===== src/rtl/sequencer_lut_loader.sv =====
// rtl/sequencer_lut_loader.sv - assembles host words into 64-bit LUT entries, writes them
// and optionally verifies them by checksum readback before releasing the sequencer.
module sequencer_lut_loader #(
    parameter int ADDR_W = 8,
    parameter int DATA_W = 64,
    parameter int WORD_W = 16,
    parameter int RD_LAT = 1
) (
    input  logic              clk_20mhz,
    input  logic              rst_n_20mhz,
    input  logic              start_i,
    input  logic [ADDR_W-1:0] base_addr_i,
    input  logic [ADDR_W:0]   entry_count_i,
    input  logic              verify_en_i,
    input  logic              seq_busy_i,
    input  logic              word_valid_i,
    input  logic [WORD_W-1:0] word_data_i,
    output logic              word_ready_o,
    output logic [ADDR_W-1:0] lut_addr_o,
    output logic              lut_wen_o,
    output logic [DATA_W-1:0] lut_write_data_o,
    input  logic [DATA_W-1:0] lut_read_data_i,
    output logic              load_busy_o,
    output logic              config_done_o,
    output logic              error_o,
    output logic [31:0]       checksum_o,
    output logic [ADDR_W:0]   entries_written_o
);

    localparam int WORDS  = DATA_W / WORD_W;
    localparam int WIDX_W = $clog2(WORDS);

    typedef enum logic [2:0] {
        ST_IDLE,
        ST_WAIT_SEQ,
        ST_FILL,
        ST_WRITE,
        ST_VERIFY_RD,
        ST_VERIFY_CMP,
        ST_DONE,
        ST_ERROR
    } state_t;

    state_t              state_q, state_d;
    logic [ADDR_W-1:0]   base_q, base_d;
    logic [ADDR_W:0]     count_q, count_d;
    logic                verify_q, verify_d;
    logic [ADDR_W:0]     entry_idx_q, entry_idx_d;
    logic [ADDR_W:0]     rd_idx_q, rd_idx_d;
    logic [WIDX_W-1:0]   word_idx_q, word_idx_d;
    logic [DATA_W-1:0]   asm_q, asm_d;
    logic [ADDR_W-1:0]   addr_q;
    logic [31:0]         wr_cksum_q, wr_cksum_d;
    logic [31:0]         rd_cksum_q, rd_cksum_d;
    logic [RD_LAT-1:0]   rd_valid_q, rd_valid_d;
    logic                rd_issue;
    logic [ADDR_W:0]     entry_next;
    logic [ADDR_W:0]     rd_next;

    function automatic logic [31:0] entry_sum(input logic [DATA_W-1:0] d);
        return d[DATA_W-1 -: 32] + d[31:0];
    endfunction

    assign entry_next = entry_idx_q + 1'b1;
    assign rd_next    = rd_idx_q + 1'b1;

    always_comb begin
        state_d      = state_q;
        base_d       = base_q;
        count_d      = count_q;
        verify_d     = verify_q;
        entry_idx_d  = entry_idx_q;
        rd_idx_d     = rd_idx_q;
        word_idx_d   = word_idx_q;
        asm_d        = asm_q;
        wr_cksum_d   = wr_cksum_q;
        rd_issue     = 1'b0;
        word_ready_o = 1'b0;
        lut_wen_o    = 1'b0;
        lut_addr_o   = addr_q;

        // Readback data is accumulated whenever the latency pipe says it has arrived.
        rd_cksum_d = rd_valid_q[RD_LAT-1] ? rd_cksum_q + entry_sum(lut_read_data_i)
                                          : rd_cksum_q;

        case (state_q)
            ST_IDLE, ST_DONE, ST_ERROR: begin
                if (start_i) begin
                    base_d      = base_addr_i;
                    count_d     = entry_count_i;
                    verify_d    = verify_en_i;
                    entry_idx_d = '0;
                    rd_idx_d    = '0;
                    word_idx_d  = '0;
                    wr_cksum_d  = '0;
                    rd_cksum_d  = '0;
                    state_d     = ST_WAIT_SEQ;
                end
            end
            ST_WAIT_SEQ: begin
                if (count_q == '0) begin
                    state_d = ST_DONE;
                end else if (!seq_busy_i) begin
                    state_d = ST_FILL;
                end
            end
            ST_FILL: begin
                word_ready_o = 1'b1;
                if (word_valid_i) begin
                    for (int w = 0; w < WORDS; w++) begin
                        if (word_idx_q == WIDX_W'(w)) begin
                            asm_d[w*WORD_W +: WORD_W] = word_data_i;
                        end
                    end
                    word_idx_d = word_idx_q + 1'b1;
                    if (word_idx_q == WIDX_W'(WORDS - 1)) begin
                        state_d = ST_WRITE;
                    end
                end
            end
            ST_WRITE: begin
                lut_wen_o   = 1'b1;
                lut_addr_o  = base_q + entry_idx_q[ADDR_W-1:0];
                wr_cksum_d  = wr_cksum_q + entry_sum(asm_q);
                entry_idx_d = entry_next;
                if (entry_next == count_q) begin
                    state_d = verify_q ? ST_VERIFY_RD : ST_DONE;
                end else begin
                    state_d = ST_FILL;
                end
            end
            ST_VERIFY_RD: begin
                rd_issue   = 1'b1;
                lut_addr_o = base_q + rd_idx_q[ADDR_W-1:0];
                rd_idx_d   = rd_next;
                if (rd_next == count_q) begin
                    state_d = ST_VERIFY_CMP;
                end
            end
            ST_VERIFY_CMP: begin
                // Compare only once every in-flight return has landed in rd_cksum_q.
                if (rd_valid_q == '0) begin
                    state_d = (rd_cksum_q == wr_cksum_q) ? ST_DONE : ST_ERROR;
                end
            end
            default: state_d = ST_IDLE;
        endcase

        rd_valid_d[0] = rd_issue;
        for (int i = 1; i < RD_LAT; i++) begin
            rd_valid_d[i] = rd_valid_q[i-1];
        end
    end

    always_ff @(posedge clk_20mhz or negedge rst_n_20mhz) begin
        if (!rst_n_20mhz) begin
            state_q     <= ST_IDLE;
            base_q      <= '0;
            count_q     <= '0;
            verify_q    <= 1'b0;
            entry_idx_q <= '0;
            rd_idx_q    <= '0;
            word_idx_q  <= '0;
            asm_q       <= '0;
            addr_q      <= '0;
            wr_cksum_q  <= '0;
            rd_cksum_q  <= '0;
            rd_valid_q  <= '0;
        end else begin
            state_q     <= state_d;
            base_q      <= base_d;
            count_q     <= count_d;
            verify_q    <= verify_d;
            entry_idx_q <= entry_idx_d;
            rd_idx_q    <= rd_idx_d;
            word_idx_q  <= word_idx_d;
            asm_q       <= asm_d;
            addr_q      <= lut_addr_o;
            wr_cksum_q  <= wr_cksum_d;
            rd_cksum_q  <= rd_cksum_d;
            rd_valid_q  <= rd_valid_d;
        end
    end

    assign lut_write_data_o  = asm_q;
    assign load_busy_o       = !(state_q == ST_IDLE || state_q == ST_DONE || state_q == ST_ERROR);
    assign config_done_o     = (state_q == ST_DONE);
    assign error_o           = (state_q == ST_ERROR);
    assign checksum_o        = wr_cksum_q;
    assign entries_written_o = entry_idx_q;

endmodule


===== config.mk =====
export PLATFORM = sky130hd
export DESIGN_NAME = sequencer_lut_loader
export DESIGN_NICKNAME = d
export VERILOG_FILES = /design/src/rtl/sequencer_lut_loader.sv
export SDC_FILE = /design/constraint.sdc
export NUM_CORES = 1
export LEC_CHECK = 0
export ABC_AREA = 0
export BUFFER_PORTS_ARGS = -buffer_cell sky130_fd_sc_hd__buf_2
export CORE_ASPECT_RATIO = 1.75
export CORE_MARGIN = 2
export CORE_UTILIZATION = 30
export CTS_BUF_LIST = sky130_fd_sc_hd__clkbuf_4 sky130_fd_sc_hd__clkbuf_8
export DETAILED_ROUTE_END_ITERATION = 8
export PLACE_DENSITY_LB_ADDON = 0.25
export SETUP_SLACK_MARGIN = 0.3
export SKIP_LAST_GASP = 1
export SYNTH_ARGS = -nofsm -noshare
export SYNTH_HDL_FRONTEND = slang
export SYNTH_SLANG_ARGS = --single-unit

===== constraint.sdc =====
create_clock -name clk_20mhz -period 3.7 [get_ports clk_20mhz]
set_input_delay 0.37 -clock clk_20mhz [delete_from_list [all_inputs] [get_ports clk_20mhz]]
set_output_delay 0.37 -clock clk_20mhz [all_outputs]
set_load 0.01 [all_outputs]

# ---- Word-level counts from Yosys, hierarchy flattened
# Index checks and enable logic that the tools add are counted.
dict set report word_totals {
  word_cells 88
  out_inout_bits 118
  regBits 178
  in_bits 103
}
dict set report op_classes {
  eq_ne 19
  n_addsub 9
  n_mux 26
  n_reduce_logical 19
}
# op count
set op_table {}
lappend op_table {{$add 32x32->32} 4}
lappend op_table {{$mux 32} 4}
lappend op_table {{$pmux 32 s2} 1}
lappend op_table {{$pmux 9 s2} 2}
lappend op_table {{$eq 32x32->1} 1}
lappend op_table {{$mux 3} 8}
lappend op_table {{$add 9x1->9 const B} 2}
lappend op_table {{$eq 9x9->1} 2}
lappend op_table {{$pmux 3 s6} 1}
lappend op_table {{$add 8x8->8} 2}
lappend op_table {{$pmux 8 s2} 1}
lappend op_table {{$reduce_and 3->1} 5}
lappend op_table {{$eq 3x3->1 const B} 4}
lappend op_table {{$ne 2x2->1 const B} 5}
lappend op_table {{$logic_not 9->1} 1}
lappend op_table {{$mux 9} 1}
lappend op_table {{$eq 3x2->1 const B} 2}
lappend op_table {{$mux 2} 3}
lappend op_table {{$reduce_and 2->1} 3}
lappend op_table {{$reduce_and 6->1} 1}
lappend op_table {{$reduce_bool 2->1} 3}
lappend op_table {{$eq 2x2->1 const B} 2}
lappend op_table {{$mux 1} 4}
lappend op_table {{$pmux 2 s2} 1}
lappend op_table {{9 further kinds} 10}

# ---- Longest topological paths before layout
# Gate-level depths: netlist of run 1.
dict set report logic_depth {
  word_depth 5
  mapped_depth 17
  ltp_nobuf 15
}

# ---- Worst setup path after synthesis of run 1
# Ideal clock, no wire load.
dict set report synth_path {
  kind {register to output}
  startpoint {register state_q[1]}
  endpoint {output lut_addr_o[7]}
  stages_incl_launch_ff 18
  slack_ns 0.306
  t_arrival_ns 3.024
  path_buffers 3
  required_ns 3.330
  cell_sequence {dfrtp_1 clkbuf_1 nor2_1 nand2_1 clkbuf_1 clkbuf_1 nand2_1 nand2_1 ha_1 a21o_1 a21oi_1 o21bai_1 a21oi_1 nor2_1 o21ai_0 nand2b_1 xnor2_1 mux2_2}
}
dict set report synth_between {
  elab_chain_len 2
  word_cells_on_any_way 3
  classes_between {eq/ne (2); mux (1)}
}
# element line
set synth_rtl {}
lappend synth_rtl {{start: declaration} 44} ;# state_t state_q, state_d;
lappend synth_rtl {{start signal: assignment} 170} ;# state_q <= state_d;
lappend synth_rtl {{$eq 3x3->1 or $eq 3x2->1 (tied branches)} 86} ;# case (state_q)
lappend synth_rtl {{$pmux 8 s2 (*)} 86}
lappend synth_rtl {{end: declaration} 19} ;# output logic [ADDR_W-1:0] lut_addr_o,
# Mark *: on every way between the ends. The rest lies on a longest branch, timed or not.

# ---- Final worst setup path of run 1
# Same ends and word-level chain as after synthesis.

==> results of run 1 <==
state kept, by name (all words and copies together) (netlist names):
register	cells
rd_valid_q	1
entries_written_o	9
base_q	8
state_q	3
checksum_o	32
addr_q	8
lut_write_data_o	64
count_q	9
rd_cksum_q	32
verify_q	1
word_idx_q	2
rd_idx_q	9
repair_timing:
item	4_1_cts	5_1_grt
endpoints found under the setup margin	13	20
resized for setup	25	50
pin swaps	12	33
buffers inserted	11	16
hold buffers	1	0
endpoints found under the hold margin	77	0
synthesized netlist by cell type (all sizes together) (33+ instances only):
master  count  area [µm²]
nand3      33         165
dfrtp     178        4450
o21ai      95         475
nor2       77         289
xnor2      76         666
nand2     170         638
mux2       68         766
a21oi      56         280
ha         73         913
xor2       48         420
fa         65        1300
clkbuf     39         146
stage by stage:
stage	util, %	worst slack, ns	hold WS [ns]
2_1_floorplan	-	0.306	0.0744
3_3_place_gp	35.0	0.145	0.465
3_5_place_dp	35.0	0.106	0.478
4_1_cts	36.5	0.249	0.0112
5_1_grt	37.3	0.109	0.0254
6_report	37.3	0.311	0.0354
per-layer routing:
metal / track usage, % / vias up / part of all wire, %
met2: 36.8 / 279 / 53
met4: 8.90 / 2 / 4.2
met5: 0 / - / 0.031
li1: - / 4879 / -
met1: 22.2 / 5056 / 38
met3: 3.16 / 71 / 4.1
power groups by stage:
| stage | sequential [mW] | combinational, mW | clock [mW] |
|---|---|---|---|
| floorplan | 3.84 | 7.62 | 0 |
| global placement | 3.98 | 11.0 | 0 |
| detailed placement | 3.99 | 11.1 | 0 |
| CTS | 3.96 | 11.3 | 1.62 |
| global route | 4.06 | 13.1 | 1.70 |
| finish | 3.93 | 11.7 | 1.58 |
final timing paths:
check	startpoint	to	slack, ns	cells past startpoint
worst max-delay path	state_q[1]	lut_addr_o[7]	0.31	16
worst min-delay path	entry_count_i[7]	count_q[7]	0.04	3
worst max register to register	lut_write_data_o[33]	checksum_o[25]	0.35	13
worst min register to register	addr_q[5]	addr_q[5]	0.50	2
max in group asynchronous	rst_n_20mhz	lut_write_data_o[38]	2.08	3
min in group asynchronous	rst_n_20mhz	count_q[7]	0.44	2
worst max-delay path, stage by stage (launching register included):
cell	delay, ns
dfrtp_1	0.42
nor2_4	0.14
nand2_4	0.10
inv_4	0.09
nand2_4	0.06
nand2_4	0.08
ha_4	0.20
a21o_1	0.19
a21oi_2	0.16
o21bai_1	0.09
a21oi_2	0.17
nor2_1	0.07
o21ai_1	0.14
nand2b_1	0.08
xnor2_1	0.13
mux2_4	0.28
buf_6	0.12
cell type report:
class	count	area (µm²)	area share (%)
sequential	178	4470	29.4
clock buffer	18	248	1.63
tap	550	688	4.52
clock inverter	14	203	1.33
timing repair buffer	288	1630	10.7
inverter	22	85.1	0.559
multi-input combinational	990	7910	51.9
antenna	1	2.50	0.0164
cell families (layout without fill, tap and decap cells):
| family | count (synthesis) | count (layout) | synth area share [%] |
|---|---|---|---|
| and+or+nand+nor | 362 | 362 | 13.2 |
| AOI/OAI and AO/OA | 267 | 267 | 13.4 |
| DFF | 178 | 178 | 35.9 |
| adders and majority gates | 139 | 139 | 18.0 |
| xor gates and xnor gates | 124 | 124 | 8.76 |
| muxes | 98 | 98 | 8.60 |
| buffers and inverters | 68 | 342 | 2.18 |
| other | 0 | 1 | 0 |
==> results.cfg, run 1 <==
[timing]
rsz0062_at_grt = true
finalCriticalPeriod_ns = 3.39
fin_tns_setup_ns = 0
fmax_mhz = 295
finalHoldViolCount = 0
finalSetupViolations = 0
slew_headroom_pct = 32.7
finalMaxSlewViolations = 0
skew_ns = 0.0136
post-route-period-util_pct = 91.6
worstMarginPinSlew_ns = 1.01

[floorplanning]
die_h_um = 273
dieWidth_um = 158
initial_core_util_pct = 30.3
dieArea_um2 = 43000
core-area_um2 = 40800
io-pin-count = 221
rows = 98

[route]
vias_per_cell = 4.99
routed_wl_um = 42300
first_iter_violations = 395
wl_per_cell_um = 20.5
firstDrtPassIters = 5
drcViolationCount = 0
num_vias = 10287
antenna_left = 0

[final_layout]
area_growth_pct = 22.9
fin_nets = 1738
layout.cells.non_filler = 2061
mostFrequentLayoutCells = 218 x buf_2, 164 x nand2_1, 164 x dfrtp_1
design_area_um2 = 15200
drive_above_1_share_pct = 30.1
layout_commonest_cell = buf_2
fillers = 4132

[yosys]
synth_fp_nets = 1477
synth_area_per_cell_um2 = 10.0
syn_inst = 1236
async_flop_share_pct = 100
synth_edf_count = 0
ys_types = 66
synth_seq_cells = 178
synth_ff_type = dfrtp_1
netlist_area_um2 = 12400
yosysWarnings = 0
yosysSeqAreaShare_pct = 35.9

[grt]
overflow = 0
grt_pass1_vias = 10604
antenna_found_initial = 2
grt_max_degree = 82
track_usage_pct = 20.0
grt_pass1_wl_um = 63400

[pwr]
p_leak_nw = 7.16
power_switching_mw = 8.29
swShare_pct = 48.2
internal_power_mw = 8.90
ir_drop_mv = 0.503
p_clk_share_pct = 9.2
power_density_nw_per_um2 = 1130
power_frac_comb_pct = 68.0
finalPower_mw = 17.2
power.share.sequential_pct = 22.9

[min_path]
hold_class = primary input to flip-flop

[setup_path]
arrival_ns = 3.02
crit_path_end_kind = output pin
crit_required_ns = 3.33
path_class = flip-flop to output pin
critPathMaxFanout = 6
startpoint_type = flip-flop

[clock_tree]
tritoncts = done
clock_path_buffers = 2
clock-root-buffer = clkbuf_8
cts_sinks = 178
cts_buffers = 17
insertion_delay_ns = 0.51
clk_pin_slew_worst_paths_ns = 0.11
htree_levels = 4

[place]
dp.cells = 2000
gp_congestion = 0.887
portBuffers = 220
dpl_cell_area_um2 = 14300
dpl.hpwl_um = 34100

[job]
cap_violations = 0

[run_status]
status = finished, final reports clean
Note: power is estimated with default switching activity, not from simulation.
==> run 2, diff against run 1 <==
--- a/config.mk
+++ b/config.mk
@@ -7,8 +7,9 @@
 export LEC_CHECK = 0
 export ABC_AREA = 0
 export BUFFER_PORTS_ARGS = -buffer_cell sky130_fd_sc_hd__buf_2
+export CELL_PAD_IN_SITES_DETAIL_PLACEMENT = 0
+export CELL_PAD_IN_SITES_GLOBAL_PLACEMENT = 1
 export CORE_ASPECT_RATIO = 1.75
-export CORE_MARGIN = 2
 export CORE_UTILIZATION = 30
 export CTS_BUF_LIST = sky130_fd_sc_hd__clkbuf_4 sky130_fd_sc_hd__clkbuf_8
 export DETAILED_ROUTE_END_ITERATION = 8
==> results.cfg, run 2 (synthesized netlist as in run 1, its figures left out) <==
[final_layout]
layout_commonest_cell = buf_2
post-route-util_pct = 37.1
area_growth_pct = 22.3
drive_above_1_share_pct = 29.3
layout.cells.non_filler = 2058
largest_reg_flops = 64
design_area_um2 = 15200
mostFrequentLayoutCells = 218 x buf_2, 170 x dfrtp_1, 164 x nand2_1
fin_nets = 1735

[place]
dpl.hpwl_um = 34700
dp.cells = 2004
portBuffers = 220
gp_congestion = 0.857
dpl_cell_area_um2 = 14400

[timing]
finalMaxSlewViolations = 0
finalHoldViolCount = 0
skew_ns = 0.0133
rsz0062_at_grt = true
slew_headroom_pct = 31.7
fmax_mhz = 293
finalCriticalPeriod_ns = 3.41
fin_tns_setup_ns = 0
finalSetupViolations = 0
post-route-period-util_pct = 92.1
worstMarginPinSlew_ns = 1.02

[floorplanning]
core-area_um2 = 40800
initial_core_util_pct = 30.3
io-pin-count = 221
dieWidth_um = 156
die_h_um = 271
rows = 98
dieArea_um2 = 42200

[grt]
track_usage_pct = 21.2
overflow = 0
grt_pass1_wl_um = 65600
grt_pass1_vias = 10828
antenna_found_initial = 1
grt_max_degree = 76

[clock_tree]
clock-root-buffer = clkbuf_8
tritoncts = done
clk_pin_slew_worst_paths_ns = 0.10
cts_sinks = 178
clock_path_buffers = 2
cts_buffers = 17
htree_levels = 4
insertion_delay_ns = 0.52

[setup_path]
slowest_stage = dfrtp_1
crit_family = compound AO/OA/AOI/OAI gates
path_cells = nor2_2 -> nand2_2 -> buf_6 -> nand2_4 -> nand2_4 -> ha_4 -> a21o_1 -> a21oi_2 -> o21bai_1 -> a21oi_2 -> nor2_1 -> o21ai_1 -> nand2b_1 -> xnor2_1 -> mux2_4 -> buf_6
path_class = flip-flop to output pin
worst-path-stages = 16
path_buf_inv = 2
crit_path_end_kind = output pin
reg2regPathDepth = 13
critPathMaxFanout = 6
startpoint_type = flip-flop
slowest_delay_ns = 0.40
crit_required_ns = 3.33
arrival_ns = 3.04

[pwr]
ir_drop_mv = 0.543
power_density_nw_per_um2 = 1130
p_leak_nw = 7.12
p_clk_share_pct = 8.6
power_switching_mw = 8.28
finalPower_mw = 17.1
swShare_pct = 48.4
internal_power_mw = 8.82
power_frac_comb_pct = 68.7
power.share.sequential_pct = 22.7

[route]
first_iter_violations = 287
firstDrtPassIters = 4
num_vias = 10230
drcViolationCount = 0
vias_per_cell = 4.97
routed_wl_um = 43100
antenna_left = 0
wl_per_cell_um = 20.9

[job]
cap_violations = 0

[min_path]
hold_class = primary input to flip-flop
hold_depth = 3

[run_status]
status = finished, final reports clean
## run 2: changes by cell type in the layout (fill, tap and decap cells not counted), sizes merged
cell      change
buf           -3
bufinv        -2
clkinvlp      +1
inv           -1
clkinv        -2
clkbuf        +4
## run 2: repair_timing
item / 4_1_cts / 5_1_grt
hold buffers: 1 / 0
cloned: 0 / 0
resized for setup: 31 / 29
setup endpoints to repair: 10 / 22
hold endpoints to repair: 73 / 0
pin swaps: 15 / 18
setup buffers: 11 / 9
## run 2: cell type report
class,count,area (µm²)
Antenna cell,1,2.50
Clock buffer,22,297
Clock inverter,10,121
Fill cell,4237,25700
Inverter,22,85.1
Multi-Input combinational cell,990,7870
Sequential cell,178,4460
Tap cell,550,688
Timing Repair Buffer,285,1630
## run 2: worst reg2reg max path, cell delays in order, from the launching register on
cell and delay [ns]:
dfrtp_1 0.42, fa_1 0.53, ha_4 0.20, fa_2 0.40, a21oi_2 0.15, nor2_1 0.07, o31a_1 0.26, o211ai_1 0.17
buf_4 0.16, o211ai_1 0.15, a31o_2 0.31, a31oi_4 0.18, mux2i_1 0.21, nand2_1 0.06
## run 2: per-stage QoR
step                hold slack [ns]  setup WS (ns)
floorplan                    0.0744          0.306
global placement              0.464          0.230
detailed placement            0.460          0.157
CTS                         0.00647          0.252
global route                 0.0368          0.130
finish                       0.0351          0.291
## run 2: power by group through the flow
| stage | logic, mW | clock network (mW) | registers, mW |
|---|---|---|---|
| final | 11.7 | 1.47 | 3.88 |
| after global routing | 13.1 | 1.59 | 4.02 |
| after CTS | 11.5 | 1.52 | 3.92 |
| after detailed placement | 11.2 | 0 | 3.95 |
| after global placement | 11.2 | 0 | 3.93 |
| after floorplan | 7.62 | 0 | 3.84 |
## run 2: layer usage
layer  vias to the layer above  GRT usage [%]  share of wire, %
met1                      5063           23.1                39
li1                       4861              -                 -
met4                         0           10.6               4.2
met5                         -              0                 0
met3                        66           2.90               3.1
met2                       240           39.5                54
## run 2: final timing paths
kind / from / to / slack (ns)
setup / recovery: state_q[1] / lut_addr_o[7] / 0.29
hold / removal: base_addr_i[1] / base_q[1] / 0.04
setup reg to reg: lut_write_data_o[1] / checksum_o[31] / 0.32
hold reg to reg: addr_q[4] / addr_q[4] / 0.50
max in group asynchronous: rst_n_20mhz / state_q[2] / 2.39
min in group asynchronous: rst_n_20mhz / rd_cksum_q[0] / 0.45
==> run 3, diff against run 2 <==
--- a/config.mk
+++ b/config.mk
@@ -9,12 +9,13 @@
 export BUFFER_PORTS_ARGS = -buffer_cell sky130_fd_sc_hd__buf_2
 export CELL_PAD_IN_SITES_DETAIL_PLACEMENT = 0
 export CELL_PAD_IN_SITES_GLOBAL_PLACEMENT = 1
-export CORE_ASPECT_RATIO = 1.75
+export CORE_ASPECT_RATIO = 2
 export CORE_UTILIZATION = 30
 export CTS_BUF_LIST = sky130_fd_sc_hd__clkbuf_4 sky130_fd_sc_hd__clkbuf_8
 export DETAILED_ROUTE_END_ITERATION = 8
-export PLACE_DENSITY_LB_ADDON = 0.25
+export PLACE_DENSITY = 0.56
 export SETUP_SLACK_MARGIN = 0.3
+export SKIP_CTS_REPAIR_TIMING = 1
 export SKIP_LAST_GASP = 1
 export SYNTH_ARGS = -nofsm -noshare
 export SYNTH_HDL_FRONTEND = slang
==> results.cfg, run 3 (synthesized netlist as in run 1, its figures left out) <==
[run_status]
status = finished, final reports clean

[timing]
rsz0062_at_grt = true
finalCriticalPeriod_ns = 3.57
post-route-period-util_pct = 96.5
finalHoldViolCount = 0
finalSetupViolations = 0
skew_ns = 0.0181
worstMarginPinSlew_ns = 0.955
fin_ws_ns = 0.129
fmax_mhz = 280
finalMaxSlewViolations = 0
slew_headroom_pct = 36.1

[clock_tree]
clock-root-buffer = clkbuf_8
clk_pin_slew_worst_paths_ns = 0.11
cts_buffers = 17
htree_levels = 4
insertion_delay_ns = 0.52
cts_sinks = 178
clock_path_buffers = 2
tritoncts = done

[final_layout]
fin_nets = 1731
layout_commonest_cell = buf_2
drive_above_1_share_pct = 29.5
fillers = 4184
largest_reg_flops = 64
mostFrequentLayoutCells = 218 x buf_2, 166 x dfrtp_1, 164 x nand2_1
design_area_um2 = 15100
area_growth_pct = 22.2

[floorplanning]
dieArea_um2 = 42200
core-area_um2 = 40900
dieWidth_um = 146
io-pin-count = 221
rows = 105
initial_core_util_pct = 30.3
die_h_um = 289

[route]
routed_wl_um = 44400
antenna_left = 0
vias_per_cell = 4.97
first_iter_violations = 371
num_vias = 10142
wl_per_cell_um = 21.8
drcViolationCount = 0
firstDrtPassIters = 4

[setup_path]
crit_path_end_kind = output pin
rrSetupSlack_ns = 0.33
r2r-end = checksum_o[31]
path_class = flip-flop to output pin
r2r_start = lut_write_data_o[33]
crit_family = compound AO/OA/AOI/OAI gates
arrival_ns = 3.20
crit_required_ns = 3.33
slowest_stage = dfrtp_1
cp-endpoint = lut_addr_o[7]
reg2regPathDepth = 12
cp-startpoint = state_q[0]
critPathMaxFanout = 6
path_cells = nor2_2 -> nand2_2 -> buf_6 -> nand2_4 -> nand2_4 -> ha_4 -> a21o_1 -> a21oi_2 -> o21bai_2 -> a21oi_2 -> nor2_1 -> o21ai_1 -> nand2b_1 -> xnor2_1 -> mux2_4 -> buf_6
worst-path-stages = 16
slowest_delay_ns = 0.41
path_buf_inv = 2
startpoint_type = flip-flop

[place]
dpl_cell_area_um2 = 14400
dpl.hpwl_um = 36200
gp_congestion = 0.883
dp_slack_ns = 0.144
portBuffers = 220

[grt]
grt_max_degree = 58
grt_pass1_wl_um = 66600
overflow = 0
grt_pass1_vias = 10744
antenna_found_initial = 1
track_usage_pct = 21.5

[pwr]
ir_drop_mv = 0.648
finalPower_mw = 17.2
power_density_nw_per_um2 = 1140
p_leak_nw = 7.11

[min_path]
hold_class = primary input to flip-flop

[job]
cap_violations = 0
run 3: changes by cell type in the layout (fill, tap and decap cells not counted), sizes merged:
cell	change
clkbuf	-5
inv	+5
buf	-4
clkinv	+4
clkinvlp	-3
bufinv	-1
run 3: cell type report:
| class | instances | area [µm²] | share of cell area (%) |
|---|---|---|---|
| antenna | 1 | 2.50 | 0.0165 |
| clock buffer | 17 | 234 | 1.54 |
| multi-input combinational | 990 | 7930 | 52.3 |
| inverter | 22 | 85.1 | 0.562 |
| clock inverter | 15 | 165 | 1.09 |
| timing repair buffer | 281 | 1590 | 10.5 |
| sequential | 178 | 4470 | 29.5 |
| tap | 535 | 669 | 4.42 |
run 3: worst min-delay path: cells and delay by family:
family                 cells  cell delay [ns]
and+or+nand+nor            2             0.09
buffers and inverters      1             0.07
run 3: worst min path at each step:
| stage | start | end | slack, ns | depth (start not counted) |
|---|---|---|---|---|
| CTS | rst_n_20mhz | rd_cksum_q[24] | -0.16 | 1 |
| detailed placement | rst_n_20mhz | rd_cksum_q[24] | 0.43 | 1 |
| global placement | rst_n_20mhz | rd_cksum_q[23] | 0.41 | 1 |
| global route | base_addr_i[0] | base_q[0] | 0.008 | 3 |
| finish | base_addr_i[0] | base_q[0] | 0.03 | 3 |
| floorplan | rst_n_20mhz | addr_q[0] | 0.07 | 0 |
run 3: per-stage QoR:
step / hold slack, ns / cells / util (%) / setup TNS, ns
after global placement: 0.413 / 1993 / 35.2 / 0
after detailed placement: 0.430 / 1993 / 35.2 / 0
final: 0.0346 / 2039 / 37.1 / 0
after global routing: 0.00767 / 2039 / 37.1 / -0.0669
after floorplan: 0.0744 / 1236 / - / 0
after CTS: -0.159 / 2025 / 36.1 / -0.391
run 3: where the power goes:
| group | switching (mW) | total (mW) | internal [mW] |
|---|---|---|---|
| Clock | 0.863 | 1.43 | 0.565 |
| Combinational | 6.54 | 11.8 | 5.30 |
| Sequential | 1.12 | 3.93 | 2.82 |
run 3: routing by layer:
layer	global-route usage [%]	share of wire (%)
met5	0	0
met1	21.8	37
met4	7.18	2.6
met2	44.3	58
met3	2.65	2.7
